===== src/rtl/div_unit.sv =====
// Iterative signed restoring divider: one quotient bit per clock, sign fix-up
// in a final cycle, then a one-cycle ready pulse with quotient/remainder/exception.
module div_unit #(
  parameter int WIDTH = 32
) (
  input  logic             clock,
  input  logic             reset_n,
  input  logic             ctrl_DIV,
  input  logic [WIDTH-1:0] data_operandA,
  input  logic [WIDTH-1:0] data_operandB,
  output logic [WIDTH-1:0] data_result,
  output logic [WIDTH-1:0] data_remainder,
  output logic             data_exception,
  output logic             data_resultRDY,
  output logic             busy
);

  localparam int CW = $clog2(WIDTH) + 1;
  localparam logic [WIDTH-1:0] MOST_NEG = {1'b1, {(WIDTH-1){1'b0}}};

  typedef enum logic [1:0] {IDLE, RUN, FIX} state_t;

  state_t           state, state_nxt;
  logic [CW-1:0]    cnt;
  logic [WIDTH-1:0] rem, quo, abs_b;
  logic             sign_a, sign_b, exc;
  logic [WIDTH:0]   shifted, diff;
  logic             last_iter;

  assign last_iter = (cnt == CW'(WIDTH - 1));
  assign busy      = (state != IDLE);

  // Trial subtraction on {rem, next dividend bit}; the top bit of diff is the borrow.
  assign shifted = {rem, quo[WIDTH-1]};
  assign diff    = shifted - {1'b0, abs_b};

  always_ff @(posedge clock or negedge reset_n) begin
    if (!reset_n) state <= IDLE;
    else          state <= state_nxt;
  end

  always_comb begin
    state_nxt = state;
    case (state)
      IDLE:    if (ctrl_DIV) state_nxt = RUN;
      RUN:     if (ctrl_DIV) state_nxt = RUN;
               else if (last_iter) state_nxt = FIX;
      FIX:     state_nxt = ctrl_DIV ? RUN : IDLE;
      default: state_nxt = IDLE;
    endcase
  end

  always_ff @(posedge clock or negedge reset_n) begin
    if (!reset_n) begin
      cnt            <= '0;
      rem            <= '0;
      quo            <= '0;
      abs_b          <= '0;
      sign_a         <= 1'b0;
      sign_b         <= 1'b0;
      exc            <= 1'b0;
      data_result    <= '0;
      data_remainder <= '0;
      data_exception <= 1'b0;
      data_resultRDY <= 1'b0;
    end else begin
      data_resultRDY <= (state == FIX);
      // Results are taken from the finished operation even if a new start lands on this edge.
      if (state == FIX) begin
        data_exception <= exc;
        data_result    <= exc ? '0 : ((sign_a ^ sign_b) ? -quo : quo);
        data_remainder <= exc ? '0 : (sign_a ? -rem : rem);
      end
      if (ctrl_DIV) begin
        sign_a <= data_operandA[WIDTH-1];
        sign_b <= data_operandB[WIDTH-1];
        quo    <= data_operandA[WIDTH-1] ? -data_operandA : data_operandA;
        abs_b  <= data_operandB[WIDTH-1] ? -data_operandB : data_operandB;
        exc    <= (data_operandB == '0) ||
                  ((data_operandA == MOST_NEG) && (data_operandB == '1));
        rem    <= '0;
        cnt    <= '0;
      end else if (state == RUN) begin
        if (!diff[WIDTH]) begin
          rem <= diff[WIDTH-1:0];
          quo <= {quo[WIDTH-2:0], 1'b1};
        end else begin
          rem <= shifted[WIDTH-1:0];
          quo <= {quo[WIDTH-2:0], 1'b0};
        end
        cnt <= cnt + 1'b1;
      end
    end
  end

endmodule


===== config.mk =====
export PLATFORM = sky130hd
export DESIGN_NAME = div_unit
export DESIGN_NICKNAME = d
export VERILOG_FILES = /design/src/rtl/div_unit.sv
export SDC_FILE = /design/constraint.sdc
export NUM_CORES = 1
export LEC_CHECK = 0
export ABC_AREA = 1
export CORE_ASPECT_RATIO = 0.9
export CORE_UTILIZATION = 40
export CTS_CLUSTER_SIZE = 14
export DETAILED_ROUTE_END_ITERATION = 16
export PLACE_DENSITY_LB_ADDON = 0.12
export SLEW_MARGIN = 25
export SYNTH_ARGS = -nofsm -noshare
export SYNTH_HDL_FRONTEND = slang
export SYNTH_SLANG_ARGS = --single-unit

===== constraint.sdc =====
create_clock -name clock -period 4.3 [get_ports clock]
set_input_delay 0.86 -clock clock [delete_from_list [all_inputs] [get_ports clock]]
set_output_delay 0.86 -clock clock [all_outputs]
set_load 0.01 [all_outputs]

==> results.yml <==
global_route:
  grt_pass1_vias: 12456
  grt_use_total_pct: 26.8
  grt_overflow: 0
  antenna_found_initial: 0
  grt_max_degree: 83
  grt_pass1_wl_um: 70400
worst_hold_path:
  hold_class: "input port to async pin"
clock_network:
  ctsHoldBuffers: 0
  clock-sinks: 173
  post_cts_resized: 0
  cts_buffers: 17
  cts_tree: "built"
  cts_setup_buffers: 0
  root_buffer: "clkbuf_16"
  path_clk_slew_ns: 0.07
  htree_levels: 4
  ctsLongestPathBuffers: 2
  clk_latency_ns: 0.44
critical_path:
  worst-setup-path-type: "flip-flop to flip-flop"
  startpoint: "quo[31]"
  critPathCaptureType: "flip-flop"
  r2r_end: "rem[29]"
  cp_slowest_cell: "fa_1"
  rr_worst_depth: 17
  max_stage_delay_ns: 0.42
  cp_max_fo: 9
  crit_chain: "inv_1 -> ha_1 -> fa_1 -> inv_1 -> nand2_1 -> nand2_1 -> nand3_2 -> nand2_4 -> nand2_4 -> nand2_4 -> nand2_4 -> nand2_4 -> nand2_2 -> nand3_1 -> nand2_1 -> nand2_1 -> nand2_1"
  critPathLaunchType: "flip-flop"
  r2r_setup_slack_ns: 1.47
  crit_path_end: "rem[29]"
  r2r-start: "quo[31]"
  worstPathRequired_ns: 4.63
  arrival_ns: 3.16
yosys:
  synthesis.area_um2: 13300
  synth_fp_nets: 2160
  synth_cell_types: 53
  synthCells: 2054
  ys_ff_latch: 173
  syn_avg_cell_area_um2: 6.46
  ys.flop_type: "dfrtp_1"
  yosys_warnings: 0
  synth_edf_count: 0
  synth.yosys.seq_area_share_pct: 32.6
  async_reset_ff_share_pct: 100
pwr:
  ir_drop_mv: 0.238
  power_leakage_uw: 0.00778
  powerDensity_nw_per_um2: 475
route:
  drt-total-wl_um: 45100
  wl_per_cell_um: 17.5
  drtPass1Iterations: 5
  drcViolationCount: 0
  antenna_left: 0
  num_vias: 13647
  routed_via_density: 5.28
  drt_iter0_drc: 1233
sta:
  finalMaxSlewViolations: 0
  period_needed_ns: 2.83
  hold_slack_ns: 0.453
  fin_crit_sh_pct: 65.8
  rsz0062_at_grt: "false"
  max_freq_ghz: 0.353
  hold_viol_final: 0
  max_slew_margin_pct: 40.9
  tns_ns: 0
  setup_viol: 0
  setup_ws_ns: 1.47
  fin_skew_ns: 0.0103
  worstMarginPinSlew_ns: 0.886
cells_and_area:
  fin_util_pct: 48.1
  final_nets: 2259
  layout_common_cells: "nand2_1 (627), inv_1 (285), nand3_1 (208), nor2_1 (173), dfrtp_1 (173)"
  final_common_cell: "nand2_1"
  drive_above_1_share_pct: 5.68
  stdcell_area_um2: 15500
  area_growth_pct: 16.8
  fillers: 3468
place:
  gp_congestion: 0.955
  dp_slack_ns: 1.16
  place_area_um2: 14900
  numPortBuffers: 133
  hpwl_um: 35900
die:
  die_h_um: 175
  start_util_pct: 41.1
  die-area_um2: 33900
  coreArea_um2: 32300
  pin_count: 134
  rows: 62
  die_x_um: 194
status:
  outcome: "finished, final reports clean"
job:
  maxCapViolCount: 0
cells by family (layout without fill, tap and decap cells):
family / Yosys count / count (layout) / synth area share, %
AOI/OAI and AO/OA: 284 / 284 / 12.3
xor gates and xnor gates: 35 / 35 / 2.31
adders and majority gates: 39 / 39 / 3.73
buffers and inverters: 359 / 471 / 10.6
DFF: 173 / 173 / 32.6
other: 0 / 1 / 0
and+or+nand+nor: 1164 / 1164 / 38.4
metal layers:
metal | up-vias | part of all wire [%] | GRT usage [%]
met4 | 0 | 1.9 | 6.68
met3 | 42 | 6.5 | 4.00
met5 | - | 0 | 0
met1 | 6314 | 51 | 42.1
li1 | 6838 | - | -
met2 | 453 | 40 | 37.8
how the worst min path moves through the flow:
stage | start | to | depth (start not counted)
6_report | reset_n | rem[15] | 1
5_1_grt | state[1] | state[0] | 1
4_1_cts | state[1] | state[0] | 1
3_5_place_dp | data_remainder[18] | data_remainder[18] | 2
3_3_place_gp | state[1] | state[0] | 1
2_1_floorplan | state[1] | state[0] | 1
critical path: cells and delay by family, from the launching register on:
kind / cells / cell delay (ns)
adders and majority gates: 2 / 0.70
buffers and inverters: 2 / 0.28
DFF: 1 / 0.33
and+or+nand+nor: 13 / 1.40
layout make-up:
cell class	instances	area, µm²	share of cell area (%)
inverters	295	1110	7.14
diodes	1	2.50	0.0161
well taps	416	520	3.36
repair buffers	144	1440	9.25
clock inverters	14	145	0.936
clock buffers	18	429	2.77
flip-flops and latches	173	4330	27.9
multi-input cells	1522	7540	48.6
cells in the mapped netlist (all sizes together), types with 3 or more instances:
master  number  share of area, %
a21oi       70               2.8
a32o         3              0.23
and2         3              0.14
buf         25               1.2
clkbuf      39               1.1
dfrtp      173                33
ha          38               3.6
inv        293               8.3
nand2      660                20
nand3      215               8.4
nand3b       6              0.34
nand4       36               1.7
nor2       185               5.5
nor3        37               1.5
nor3b        3              0.17
nor4         9              0.47
o211ai       8              0.45
o21ai      147               5.6
o21bai      14              0.79
o221ai      17               1.1
o22ai       13              0.61
o31ai        3              0.17
or2          9              0.42
xnor2       17               1.1
xor2        18               1.2
where the power goes:
part           internal (µW)  total, µW  switching (µW)  leakage (µW)
Combinational           1200       3740            2550       0.00525
Sequential              1830       2100             278       0.00225
Clock                    772       1520             749      0.000278
per-stage QoR:
stage / power (µW) / cells
after global routing: 7950 / 2582
after global placement: 5800 / 2550
after floorplan: 4790 / 2054
final: 7370 / 2583
after detailed placement: 5830 / 2550
after CTS: 7360 / 2582
flip-flops by register name, summed over array words and instances (netlist names):
| name | count |
|---|---|
| data_remainder | 32 |
| data_exception | 1 |
| exc | 1 |
| sign_b | 1 |
| sign_a | 1 |
| data_resultRDY | 1 |
| state | 2 |
| rem | 32 |
| cnt | 6 |
| quo | 32 |
| abs_b | 32 |
| data_result | 32 |
(Power assumes the default switching activity.)
